==> src/rtl/ro_meter_ctrl_if.sv <==
// Control/result bus between the lab top level and the ring-oscillator meter.
// The abort signal exists only when RO_ABORT_EN is defined.
interface ro_meter_ctrl_if #(
   parameter int GATE_W = 16,
   parameter int CNT_W  = 16
);
   logic              start;
   logic [GATE_W-1:0] gate_len;
`ifdef RO_ABORT_EN
   logic              abort;
`endif
   logic              busy;
   logic              done;
   logic [CNT_W-1:0]  edge_count;
   logic              overflow;

`ifdef RO_ABORT_EN
   modport master (output start, gate_len, abort, input busy, done, edge_count, overflow);
   modport slave  (input start, gate_len, abort, output busy, done, edge_count, overflow);
`else
   modport master (output start, gate_len, input busy, done, edge_count, overflow);
   modport slave  (input start, gate_len, output busy, done, edge_count, overflow);
`endif
endinterface

==> src/rtl/ro_meter_ctrl.sv <==
// Ring-oscillator meter: enable RO, settle, count synced Feedback rising edges over gate_len cycles, report (abort input: RO_ABORT_EN).
// done at T+SETTLE_CYCLES+gate_len+3 (T+1 when gate_len==0); start is ignored, not queued, outside IDLE.
module ro_meter_ctrl #(
   parameter int GATE_W        = 16,
   parameter int CNT_W         = 16,
   parameter int SETTLE_CYCLES = 4
) (
   input  logic           clk,
   input  logic           reset,
   input  logic           ro_fb,
   output logic           ro_en,
   ro_meter_ctrl_if.slave bus
);
   localparam int TW = (GATE_W > $clog2(SETTLE_CYCLES + 1)) ? GATE_W : $clog2(SETTLE_CYCLES + 1);
   localparam logic [TW-1:0] SETTLE_LAST = TW'(SETTLE_CYCLES - 1);

   typedef enum logic [2:0] {IDLE, ARM, GATE, DRAIN, DONE} state_t;

   state_t            state;
   state_t            state_nxt;
   logic [TW-1:0]     tmr;
   logic [GATE_W-1:0] gate_q;
   logic [CNT_W-1:0]  work_cnt;
   logic              work_ovf;
   logic [CNT_W-1:0]  cnt_q;
   logic              ovf_q;
   logic              busy_q;
   logic              done_q;
   logic              s1;
   logic              s2;
   logic              s3;
   logic              fb_rise;

   assign fb_rise        = s2 & ~s3;
   assign bus.busy       = busy_q;
   assign bus.done       = done_q;
   assign bus.edge_count = cnt_q;
   assign bus.overflow   = ovf_q;

   always_comb begin
      state_nxt = state;
      case (state)
         IDLE:    if (bus.start) state_nxt = (bus.gate_len == '0) ? DONE : ARM;
         ARM:     if (tmr == SETTLE_LAST) state_nxt = GATE;
         GATE:    if (tmr == TW'(gate_q) - TW'(1)) state_nxt = DRAIN;
         DRAIN:   if (tmr == TW'(1)) state_nxt = DONE;
         DONE:    state_nxt = IDLE;
         default: state_nxt = IDLE;
      endcase
`ifdef RO_ABORT_EN
      if (bus.abort && (state == ARM || state == GATE || state == DRAIN)) state_nxt = IDLE;
`endif
   end

   always_ff @(posedge clk) begin
      if (reset) begin
         state    <= IDLE;
         tmr      <= '0;
         gate_q   <= '0;
         work_cnt <= '0;
         work_ovf <= 1'b0;
         cnt_q    <= '0;
         ovf_q    <= 1'b0;
         busy_q   <= 1'b0;
         done_q   <= 1'b0;
         ro_en    <= 1'b0;
         s1       <= 1'b0;
         s2       <= 1'b0;
         s3       <= 1'b0;
      end else begin
         state <= state_nxt;
         s1    <= ro_fb;
         s2    <= s1;
         s3    <= s2;
         // Timer restarts on every state change so each phase counts from zero.
         if (state_nxt != state) tmr <= '0;
         else if (state != IDLE) tmr <= tmr + TW'(1);

         if (state == IDLE && bus.start) begin
            gate_q   <= bus.gate_len;
            work_cnt <= '0;
            work_ovf <= 1'b0;
         end else if (state == GATE && fb_rise) begin
            if (work_cnt == '1) work_ovf <= 1'b1;
            else work_cnt <= work_cnt + CNT_W'(1);
         end

         ro_en  <= (state_nxt == ARM) || (state_nxt == GATE);
         busy_q <= (state_nxt == ARM) || (state_nxt == GATE) || (state_nxt == DRAIN);
         done_q <= (state_nxt == DONE);
         // Zero-length gate goes straight from IDLE to DONE before the working regs clear.
         if (state_nxt == DONE) begin
            cnt_q <= (state == IDLE) ? '0 : work_cnt;
            ovf_q <= (state == IDLE) ? 1'b0 : work_ovf;
         end
      end
   end
endmodule

==> src/flat_wrapper.sv <==
// flat-port wrapper written by rule: the top's interface ports become plain ports
module ro_meter_ctrl_flat 
#(
   parameter int GATE_W        = 16,
   parameter int CNT_W         = 16,
   parameter int SETTLE_CYCLES = 4
)
  (clk, reset, ro_fb, ro_en, bus_start, bus_gate_len, bus_busy, bus_done, bus_edge_count, bus_overflow);
  ro_meter_ctrl_if #(.GATE_W(GATE_W), .CNT_W(CNT_W)) bus_i ();
  input  logic clk;
  input  logic reset;
  input  logic ro_fb;
  output logic ro_en;
  input wire logic [$bits(bus_i.start)-1:0] bus_start;
  input wire logic [$bits(bus_i.gate_len)-1:0] bus_gate_len;
  output wire logic [$bits(bus_i.busy)-1:0] bus_busy;
  output wire logic [$bits(bus_i.done)-1:0] bus_done;
  output wire logic [$bits(bus_i.edge_count)-1:0] bus_edge_count;
  output wire logic [$bits(bus_i.overflow)-1:0] bus_overflow;
  assign bus_i.start = bus_start;
  assign bus_i.gate_len = bus_gate_len;
  assign bus_busy = bus_i.busy;
  assign bus_done = bus_i.done;
  assign bus_edge_count = bus_i.edge_count;
  assign bus_overflow = bus_i.overflow;
  ro_meter_ctrl #(.GATE_W(GATE_W), .CNT_W(CNT_W), .SETTLE_CYCLES(SETTLE_CYCLES)) u_core (.clk(clk), .reset(reset), .ro_fb(ro_fb), .ro_en(ro_en), .bus(bus_i));
endmodule
==> config.mk <==
export PLATFORM = sky130hd
export DESIGN_NAME = ro_meter_ctrl_flat
export DESIGN_NICKNAME = d
export VERILOG_FILES = /design/src/rtl/ro_meter_ctrl_if.sv /design/src/rtl/ro_meter_ctrl.sv /design/src/flat_wrapper.sv
export SDC_FILE = /design/constraint.sdc
export NUM_CORES = 1
export LEC_CHECK = 0
export ABC_AREA = 1
export BUFFER_PORTS_ARGS = -buffer_cell sky130_fd_sc_hd__clkbuf_2
export CAP_MARGIN = 20
export CORE_AREA = 2 2 103 105
export DETAILED_ROUTE_END_ITERATION = 10
export DIE_AREA = 0 0 105 107
export GPL_ROUTABILITY_DRIVEN = 0
export PLACE_DENSITY = 0.71
export RECOVER_POWER = 50
export SLEW_MARGIN = 0
export SYNTH_ARGS = -nofsm -noshare
export SYNTH_HDL_FRONTEND = slang
export SYNTH_SLANG_ARGS = --single-unit
==> constraint.sdc <==
create_clock -name clk -period 1.8 [get_ports clk]
set_input_delay 0.36 -clock clk [delete_from_list [all_inputs] [get_ports clk]]
set_output_delay 0.36 -clock clk [all_outputs]
set_load 0.05 [all_outputs]
==> flow_summary.ini <==
[synth]
synth_top_family_by_area = simple AND/OR/NAND/NOR gates
async_flop_share_pct = 0
synth_seq_cells = 75
synth_top_area_share_pct = 38.00
ys.flop_type = dfxtp_1
syn_inst = 565
synth_fa_ha_area_share_pct = 1.267
synth_xor_area_share_pct = 5.098
synth.largest_area_cell = dfxtp_1
ys_warn_count = 0
synthesis.nets = 589
ys_seq_area_share_pct = 38.00
synth_compound_area_share_pct = 11.84
ys_top_cells_by_area = dfxtp_1 38%, nand2_1 11%, a21oi_1 6.3%
muxShareOfSynthArea_pct = 0
yosys.area_share.simple_pct = 35.53
synth_cell_types = 38
synth_edf_count = 0
syn-mean-instance-area_um2 = 6.993
syn-cell-area_um2 = 3951

[cells_and_area]
multi_input_area_um2 = 2349
instances_no_fill = 798
n_fill_cell = 984
diodes = 0
final_nets = 681
syn2layout_area_growth_pct = 29.16
final_common_cell = nand2_1
register_area_um2 = 1523
final_cell_mix = 114 x nand2_1, 64 x dfxtp_1, 55 x inv_1
drive_above_1_share_pct = 28.85
postLayoutCoreUtil_pct = 50.57

[sta]
finalCritPeriodShare_pct = 102.1
tns_ps = -372.5
post-route-min-period_ps = 1837
grt_setup_unrepaired = true
setup-violations-final = 17
slew_violations = 0
hold_slack_ps = 228.2
relSlewSlack_pct = 59.22
layout_setup_ws_ps = -36.97
clock_skew_ps = 10.61
worst_pin_slew_ps = 614.3
fmax_ghz = 0.5444
hold_viol = 0

[pwr]
p_switching_mw = 1.185
p_per_area_nw_per_um2 = 744.2
p_seq_share_pct = 45.8
peakVddDrop_uv = 375.0
internal_power_mw = 2.614
clkPwrFrac_pct = 36.7
p_leak_nw = 2.144
p_comb_share_pct = 17.4
p_sw_share_pct = 31.19

[outcome]
status = finished, violations left
violations = negative setup slack

[worst_setup_path]
cp_top_family = simple AND/OR/NAND/NOR gates
critPathBufInv = 4
r2r_start = u_core.gate_q[0]
r2r_slack_ps = -40
crit_chain = inv_4 -> ha_4 -> inv_2 -> nand2_1 -> nand2_1 -> nand3_2 -> a21oi_2 -> nand3b_1 -> nor2_2 -> nand4_2 -> buf_4 -> buf_6 -> nand3_1 -> a21oi_1
critPathMaxFanout = 3
start_kind = flip-flop
critPathKind = flip-flop to flip-flop
endpoint_kind = flip-flop
cp.arrival_ps = 2100
r2r-end = u_core.ro_en
critPathMaxStageDelay_ps = 370
critPathSlowestCell = dfxtp_2
crit_required_ps = 2060
rr_worst_depth = 14
worst_path_most_repeated_cell = nand2_1

[route]
totalWireLength_um = 10450
via_count = 3920
ant_nets = 0
first_iter_violations = 177
vias_per_cell = 4.912
wire_per_inst_um = 13.09
drt_first_pass_iters = 5
drc = 0

[placement]
io_buffer_count = 39
dp_cells = 763
dp_slack_ps = -219.6
dp_hpwl_um = 7637

[global_routing]
antenna_found_initial = 0
grt_max_degree = 30
grt_pass1_vias = 3737
overflow = 0
track_usage_pct = 18.71
grt_pass1_wl_um = 17040

[worst_hold_path]
hold_class = input port to flip-flop
hold_path_startpoint = ro_fb
min_path_cells = 3
holdPathEnd = u_core.s1

[clock_network]
cts_buffer_depth = 2
clock-sinks = 75
clk_latency_ps = 360
hold_buffers = 0
cts_root_buf = clkbuf_8
path_clk_slew_ps = 90
cts-buffers-inserted = 9
cts-htree-levels = 3
cts_tree = done

[floorplanning]
io_pins = 40
die_w_um = 105
row_count = 37
start_util_pct = 39.15
design.core.area_um2 = 10090
die_area_um2 = 11240
die_height_um = 107

[run]
maxCapViolations = 0
final cells by class:
type | count | area share (%)
well taps | 136 | 3.334
repair buffers | 93 | 11.60
clock inverters | 7 | 1.618
clock buffers | 9 | 2.427
inverters | 69 | 5.173
multi-input cells | 409 | 46.02
flip-flops and latches | 75 | 29.84
tightest hold or removal path, cell delays in order:
cell and delay [ps]:
clkbuf_2 70, inv_1 40, nor2_1 70
stage by stage:
step | power (mW) | cell area, µm²
2_1_floorplan | 2.159 | 3951
3_3_place_gp | 2.314 | 4519
3_5_place_dp | 2.327 | 4519
4_1_cts | 3.770 | 4867
5_1_grt | 3.949 | 5104
6_report | 3.798 | 5104
cells by family after synthesis:
family | Yosys count
simple gates | 290
compound gates | 91
xor+xnor | 23
fa+ha+maj | 4
flops | 75
buf+inv | 82
cells in the mapped netlist, types with 2 or more instances:
| library cell | count |
|---|---|
| nand2_1 | 119 |
| dfxtp_1 | 75 |
| nor2_1 | 63 |
| inv_1 | 62 |
| a21oi_1 | 50 |
| o21ai_0 | 36 |
| nand3_1 | 33 |
| nor2_2 | 16 |
| xor2_1 | 15 |
| nand2_2 | 10 |
| clkbuf_1 | 9 |
| nor3_1 | 9 |
| xnor2_1 | 8 |
| inv_2 | 7 |
| nand4_1 | 6 |
| nor2_4 | 6 |
| nor4_1 | 6 |
| ha_1 | 4 |
| nand3b_1 | 4 |
| and2_1 | 3 |
| nor3_2 | 3 |
| or2_2 | 3 |
| buf_2 | 2 |
| nand3_2 | 2 |
power groups by stage:
stage	clock (mW)	sequential, mW	combinational [mW]
6_report	1.40	1.74	0.662
5_1_grt	1.47	1.75	0.726
4_1_cts	1.41	1.74	0.619
3_5_place_dp	0	1.77	0.552
3_3_place_gp	0	1.77	0.540
2_1_floorplan	0	1.78	0.374
how the worst max path moves through the flow:
| stage | slack (ps) | end | cells past startpoint | from |
|---|---|---|---|---|
| 5_1_grt | -160 | u_core.tmr[5] | 14 | u_core.gate_q[0] |
| 6_report | -40 | u_core.ro_en | 14 | u_core.gate_q[0] |
| 2_1_floorplan | 10 | u_core.tmr[10] | 15 | u_core.gate_q[0] |
| 4_1_cts | -20 | u_core.tmr[14] | 8 | u_core.tmr[0] |
| 3_3_place_gp | -170 | u_core.bus.busy | 11 | bus_gate_len[3] |
| 3_5_place_dp | -220 | u_core.tmr[9] | 12 | bus_gate_len[3] |
registers in the layout, summed over array words and instances (netlist names):
register               flops
u_core.work_cnt           16
u_core.tmr                16
u_core.bus.done            1
u_core.bus.busy            1
u_core.gate_q             16
u_core.s2                  1
u_core.bus.overflow        1
u_core.state               3
u_core.bus.edge_count     16
u_core.s3                  1
u_core.ro_en               1
u_core.s1                  1
u_core.work_ovf            1
what timing repair did:
item	4_1_cts	5_1_grt
cloned	1	0
gates resized for setup	22	52
pin swaps	13	25
setup buffers	5	13
setup endpoints to repair	18	44
per-layer routing:
layer,track usage [%],share of wire [%],up-vias
met5,0,0,-
li1,-,-,2002
met2,35.30,53,94
met4,6.952,2.0,0
met3,3.587,4.3,16
met1,20.73,41,1808
No activity file was read; power rests on OpenSTA's default activity.
